### config.mk
export PLATFORM = sky130hd
export DESIGN_NAME = muldiv_unit
export DESIGN_NICKNAME = d
export VERILOG_FILES = /design/src/rtl/muldiv_pkg.sv /design/src/rtl/muldiv_step.sv /design/src/rtl/muldiv_unit.sv
export SDC_FILE = /design/constraint.sdc
export NUM_CORES = 1
export LEC_CHECK = 0
export BUFFER_PORTS_ARGS = -buffer_cell sky130_fd_sc_hd__buf_2
export CORE_AREA = 2 2 209 149
export CTS_CLUSTER_DIAMETER = 200
export CTS_CLUSTER_SIZE = 14
export DETAILED_ROUTE_END_ITERATION = 7
export DIE_AREA = 0 0 211 151
export GPL_TIMING_DRIVEN = 0
export PLACE_DENSITY = 0.76
export SYNTH_ARGS = -nofsm -noshare
export SYNTH_HDL_FRONTEND = slang
export SYNTH_HIERARCHICAL = 1
export SYNTH_SLANG_ARGS = --single-unit
### constraint.sdc
create_clock -name clk -period 3.9 [get_ports clk]
set_input_delay 0.39 -clock clk [delete_from_list [all_inputs] [get_ports clk]]
set_output_delay 0.39 -clock clk [all_outputs]
set_load 0.02 [all_outputs]
### src/rtl/muldiv_pkg.sv
// Shared constants for the RV32M multiply/divide engine: funct3 op codes,
// the M-extension funct7 and the FSM state encoding.
package muldiv_pkg;

  localparam logic [2:0] OP_MUL    = 3'b000;
  localparam logic [2:0] OP_MULH   = 3'b001;
  localparam logic [2:0] OP_MULHSU = 3'b010;
  localparam logic [2:0] OP_MULHU  = 3'b011;
  localparam logic [2:0] OP_DIV    = 3'b100;
  localparam logic [2:0] OP_DIVU   = 3'b101;
  localparam logic [2:0] OP_REM    = 3'b110;
  localparam logic [2:0] OP_REMU   = 3'b111;

  localparam logic [6:0] FUNCT7_M  = 7'b0000001;

  typedef enum logic [1:0] {
    S_IDLE  = 2'b00,
    S_CALC  = 2'b01,
    S_FIXUP = 2'b10,
    S_DONE  = 2'b11
  } state_t;

endpackage

### src/rtl/muldiv_step.sv
// One combinational iteration: shift-add multiply or restoring shift-subtract
// divide over a 2*XLEN accumulator ({hi, lo}).
module muldiv_step #(
  parameter int XLEN = 32
) (
  input  logic [2*XLEN-1:0] acc,
  input  logic [XLEN-1:0]   opnd,
  input  logic              is_div,
  output logic [2*XLEN-1:0] acc_nxt,
  output logic              q_bit
);

  logic [XLEN:0] sum;
  logic [XLEN:0] diff;

  always_comb begin
    sum     = {1'b0, acc[2*XLEN-1:XLEN]} + (acc[0] ? {1'b0, opnd} : '0);
    // partial remainder shifted left with the next dividend bit, minus divisor
    diff    = acc[2*XLEN-1:XLEN-1] - {1'b0, opnd};
    q_bit   = 1'b0;
    acc_nxt = {sum, acc[XLEN-1:1]};
    if (is_div) begin
      q_bit   = ~diff[XLEN];
      acc_nxt = {(q_bit ? diff[XLEN-1:0] : acc[2*XLEN-2:XLEN-1]), acc[XLEN-2:0], 1'b0};
    end
  end

endmodule

### src/rtl/muldiv_unit.sv
// Iterative RV32M multiply/divide engine with pipeline stall request.
// Define MULDIV_FAST_MUL_EN for single-cycle combinational multiplies.
module muldiv_unit
  import muldiv_pkg::*;
#(
  parameter int XLEN = 32
) (
  input  logic            clk,
  input  logic            rst,
  input  logic            start,
  input  logic            flush,
  input  logic [2:0]      funct3,
  input  logic [XLEN-1:0] op_a,
  input  logic [XLEN-1:0] op_b,
  output logic            stall_req,
  output logic            busy,
  output logic            done,
  output logic [XLEN-1:0] result
);

  localparam int CW = $clog2(XLEN);

  state_t            state, state_nxt;
  logic [2:0]        op_q;
  logic              neg_q;
  logic [CW-1:0]     cnt;
  logic [2*XLEN-1:0] acc;
  logic [XLEN-1:0]   opnd;

  logic              a_sgn, b_sgn, neg_in, is_div_in;
  logic [XLEN-1:0]   abs_a, abs_b;
  logic              div_zero, ovf, fast_mul, fast_take;
  logic [XLEN-1:0]   mul_res, fast_res;
  logic [2*XLEN-1:0] step_acc, mul_fix;
  logic              step_q;
  logic [XLEN-1:0]   div_sel, fix_res;

  // operand decode for the instruction being accepted in IDLE
  always_comb begin
    is_div_in = funct3[2];
    a_sgn     = op_a[XLEN-1] & (funct3 inside {OP_MULH, OP_MULHSU, OP_DIV, OP_REM});
    b_sgn     = op_b[XLEN-1] & (funct3 inside {OP_MULH, OP_DIV, OP_REM});
    abs_a     = a_sgn ? -op_a : op_a;
    abs_b     = b_sgn ? -op_b : op_b;
    neg_in    = (funct3 == OP_REM) ? a_sgn : (a_sgn ^ b_sgn);
    div_zero  = is_div_in & (op_b == '0);
    ovf       = (funct3 inside {OP_DIV, OP_REM}) &
                (op_a == {1'b1, {(XLEN-1){1'b0}}}) & (op_b == '1);
  end

`ifdef MULDIV_FAST_MUL_EN
  logic [2*XLEN-1:0] sa, sb, prod;
  // low 2*XLEN bits of the sign-extended product equal the signed/mixed product
  assign sa       = {{XLEN{a_sgn}}, op_a};
  assign sb       = {{XLEN{b_sgn}}, op_b};
  assign prod     = sa * sb;
  assign fast_mul = ~funct3[2];
  assign mul_res  = (funct3 == OP_MUL) ? prod[XLEN-1:0] : prod[2*XLEN-1:XLEN];
`else
  assign fast_mul = 1'b0;
  assign mul_res  = '0;
`endif

  assign fast_take = div_zero | ovf | fast_mul;
  assign fast_res  = div_zero ? (funct3[1] ? op_a : '1) :
                     ovf      ? (funct3[1] ? '0 : op_a) : mul_res;

  muldiv_step #(.XLEN(XLEN)) u_step (
    .acc    (acc),
    .opnd   (opnd),
    .is_div (op_q[2]),
    .acc_nxt(step_acc),
    .q_bit  (step_q)
  );

  always_comb begin
    mul_fix = neg_q ? -acc : acc;
    div_sel = op_q[1] ? acc[2*XLEN-1:XLEN] : acc[XLEN-1:0];
    if (op_q[2])              fix_res = neg_q ? -div_sel : div_sel;
    else if (op_q == OP_MUL)  fix_res = mul_fix[XLEN-1:0];
    else                      fix_res = mul_fix[2*XLEN-1:XLEN];
  end

  always_comb begin
    state_nxt = state;
    unique case (state)
      S_IDLE:  if (start && !flush) state_nxt = fast_take ? S_DONE : S_CALC;
      S_CALC:  if (flush) state_nxt = S_IDLE;
               else if (cnt == '0) state_nxt = S_FIXUP;
      S_FIXUP: state_nxt = flush ? S_IDLE : S_DONE;
      S_DONE:  state_nxt = S_IDLE;
      default: state_nxt = S_IDLE;
    endcase
  end

  always_ff @(posedge clk or posedge rst) begin
    if (rst) state <= S_IDLE;
    else     state <= state_nxt;
  end

  always_ff @(posedge clk or posedge rst) begin
    if (rst) begin
      op_q   <= '0;
      neg_q  <= 1'b0;
      cnt    <= '0;
      acc    <= '0;
      opnd   <= '0;
      result <= '0;
    end else begin
      unique case (state)
        S_IDLE: if (start && !flush) begin
          op_q  <= funct3;
          neg_q <= neg_in;
          cnt   <= CW'(XLEN-1);
          // divide: lo holds the dividend; multiply: lo holds the multiplier
          acc   <= {{XLEN{1'b0}}, is_div_in ? abs_a : abs_b};
          opnd  <= is_div_in ? abs_b : abs_a;
          if (fast_take) result <= fast_res;
        end
        S_CALC: if (!flush) begin
          acc <= {step_acc[2*XLEN-1:1], op_q[2] ? step_q : step_acc[0]};
          cnt <= cnt - CW'(1);
        end
        S_FIXUP: if (!flush) result <= fix_res;
        default: ;
      endcase
    end
  end

  assign busy      = (state != S_IDLE);
  assign done      = (state == S_DONE);
  assign stall_req = (state == S_CALC) | (state == S_FIXUP) |
                     ((state == S_IDLE) & start & ~flush);

endmodule

==> results.py <==
metrics = {
    "cells_and_area": {
        "regArea_um2": 3490,
        "layout_commonest_cell": "nor2_1",
        "final_cell_mix": "nor2_1 (208), a21oi_1 (168), nand2_1 (167)",
        "multi_input_area_um2": 12620,
        "drive_above_1_share_pct": 14.77,
        "finalInstanceArea_um2": 19060,
        "final_util_pct": 64.00,
        "n_fill_cell": 2643,
        "finalNetCount": 2519,
        "area_growth_pct": 13.13,
    },
    "route": {
        "routed_wl_um": 79590,
        "ant_nets": 0,
        "vias": 20060,
        "drc_errors": 7,
        "first_iter_violations": 3548,
        "viasPerCell": 7.238,
        "routedWlPerCell_um": 28.71,
        "drtPass1Iterations": 8,
    },
    "worst_hold_path": {
        "hold_class": "primary input to asynchronous set/reset pin",
    },
    "run_status": {
        "violations": "DRC, hold timing, setup timing",
        "status": "finished, violations left",
    },
    "yosys": {
        "synthSimpleGateAreaFrac_pct": 22.90,
        "ys_seq_area_share_pct": 20.65,
        "synthArstFlopShare_pct": 100.0,
        "syn_nets": 2369,
        "yosysWarnings": 6,
        "yosys.area.top_type": "dfrtp_1",
        "syn_inst": 2221,
        "synth_top_family_by_area": "compound AO/OA/AOI/OAI gates",
        "synthFlopType": "dfrtp_1",
        "synth_area_per_cell_um2": 7.584,
        "synthTopCellsByArea": "dfrtp_1 (21%), xnor2_1 (5.7%), ha_1 (5.6%)",
        "synth_top_area_share_pct": 20.65,
        "synth_compound_area_share_pct": 28.00,
        "synthXorXnorAreaFrac_pct": 8.892,
        "yosys-mux-area-fraction_pct": 7.644,
        "synth_edf_count": 0,
        "synthAdderAreaFrac_pct": 5.809,
        "ys_seq_elements": 139,
        "synthesis.area_um2": 16840,
        "synth_cell_types": 92,
    },
    "sta": {
        "timing.fmax_ghz": 0.2514,
        "final-hold-violation-count": 3,
        "fin_crit_sh_pct": 102.0,
        "max_slew_margin_pct": 9.950,
        "setup_viol": 3,
        "worstMarginPinSlew_ns": 1.351,
        "min_period_ns": 3.977,
        "finalMaxSlewViolations": 0,
        "hold_ws_ns": -0.002903,
        "skew_ns": 0.01138,
        "grt_setup_unrepaired": "true",
        "setup_ws_ns": -0.07717,
    },
    "grt": {
        "grt_pass1_vias": 18090,
        "antenna_found_initial": 4,
        "grt_pass1_wl_um": 114500,
        "grt_max_degree": 41,
        "grt-ovfl-total": 0,
        "grt_use_total_pct": 48.90,
    },
    "die": {
        "start_util_pct": 56.57,
        "die_x_um": 211,
        "core_um2": 29770,
        "ios": 106,
        "rows": 53,
        "dieHeight_um": 151,
        "dieArea_um2": 31860,
    },
    "pwr": {
        "ir_drop_mv": 0.6544,
        "power.leakage_nw": 8.005,
        "powerDensity_nw_per_um2": 947.7,
    },
    "cts": {
        "cts_htree_levels": 4,
        "cts_sinks": 139,
        "clock_latency_ns": 0.46,
        "cts-root-buf": "clkbuf_16",
        "cts_tree": "built",
        "clk_path_buf_depth": 2,
        "hold_buffers": 0,
        "cts_made_buffers": 17,
        "clk_pin_slew_ns": 0.07,
    },
    "critical_path": {
        "end_kind": "flip-flop",
        "rrSetupSlack_ns": -0.08,
        "critPathRequiredTime_ns": 4.22,
        "crit_fanout": 10,
        "criticalPathCategory": "flip-flop to flip-flop",
        "cp.arrival_ns": 4.29,
        "start_kind": "flip-flop",
        "path_common_cell": "clkbuf_1",
        "cp.buffers_inverters": 3,
        "path_delay_family": "buffers and inverters",
        "critPathMaxStageDelay_ns": 0.74,
        "slowest_stage": "clkbuf_1",
        "crit_chain": "clkbuf_1 > clkbuf_1 > buf_1 > o31ai_1 > xor2_1 > a21boi_0 > o211ai_1",
    },
    "placed_design": {
        "place_area_um2": 17900,
        "dpl.hpwl_um": 61290,
        "port_buffers": 103,
        "gp_congestion": 1.087,
    },
    "job": {
        "cap_violations": 0,
    },
}
-- logic make-up (layout without fill, tap and decap cells) --
family,Yosys count,in the layout
mux,123,123
xor+xnor,171,171
other cells,0,3
flops,139,139
simple gates,751,751
compound gates,711,711
fa+ha+maj,77,77
buf+inv,249,412
-- routing by layer --
metal / global-route usage [%] / part of all wire (%) / up-vias
li1: - / - / 8510
met1: 67.44 / 39 / 9514
met2: 66.20 / 39 / 1716
met3: 19.95 / 18 / 319
met4: 21.65 / 5.0 / 4
met5: 0 / 0.053 / -
-- cell usage after synthesis, drive strengths merged (14+ instances only) --
master and instances:
nand3 49, o211ai 28, ha 75, a21oi 174
o41ai 18, clkbuf 123, nand4 34, dfrtp 139
mux2i 78, or4 14, or2 17, o21ai 172
o31ai 32, mux2 45, xor2 62, a31oi 45
buf 46, a22o 34, nor3 70, inv 80
nor2 208, xnor2 109, nand2 168, a211oi 25
and3 18, a21o 41, or3 21, o22ai 16
and2 43, nor4 37, nand2b 22, nor2b 14
-- final timing paths --
path                                   startpoint                      to  cells past startpoint
max                             neg_q$_DFFE_PP0P_  result[15]$_DFFE_PP0P_                      7
min                                           rst     acc[37]$_DFFE_PP0P_                      2
max reg2reg                     neg_q$_DFFE_PP0P_  result[15]$_DFFE_PP0P_                      7
min reg2reg                result[25]$_DFFE_PP0P_  result[25]$_DFFE_PP0P_                      2
max in group asynchronous                     rst  result[23]$_DFFE_PP0P_                      4
min in group clk                        funct3[0]     op_q[0]$_DFFE_PP0P_                      3
-- final cells by class --
type | count | area share, %
Antenna cell | 3 | 0.03940
Inverter | 80 | 1.596
Buffer | 165 | 3.986
Timing Repair Buffer | 135 | 4.183
Tap cell | 385 | 2.528
Clock buffer | 17 | 2.232
Multi-Input combinational cell | 1833 | 66.23
Clock inverter | 15 | 0.8930
Sequential cell | 139 | 18.31
-- registers in the layout, summed over array words and instances (netlist names) --
register and flops:
state 2, result 32, neg_q 1, acc 64
opnd 32, op_q 3, cnt 5
-- repair_timing --
action / in CTS / in global routing
pin swaps: 9 / 18
setup buffers: 13 / 16
resized for setup: 40 / 51
cloned: 0 / 0
hold endpoints to repair: 0 / 0
setup endpoints to repair: 46 / 46
-- metrics by stage --
step	instances	setup WS [ns]	power [mW]	TNS, ns
after floorplan	2221	0.2693	11.08	0
after global placement	2709	-1.126	14.80	-34.10
after detailed placement	2712	-1.191	15.00	-35.69
after CTS	2757	-0.05065	16.95	-0.05215
after global routing	2769	-0.08653	18.78	-0.2683
final	2772	-0.07717	18.06	-0.1203
-- power breakdown --
| group | internal (mW) | switching, mW |
|---|---|---|
| logic | 4.70 | 8.51 |
| registers | 2.06 | 1.10 |
| clock network | 0.862 | 0.828 |
Power figures use the tool's default switching activity.
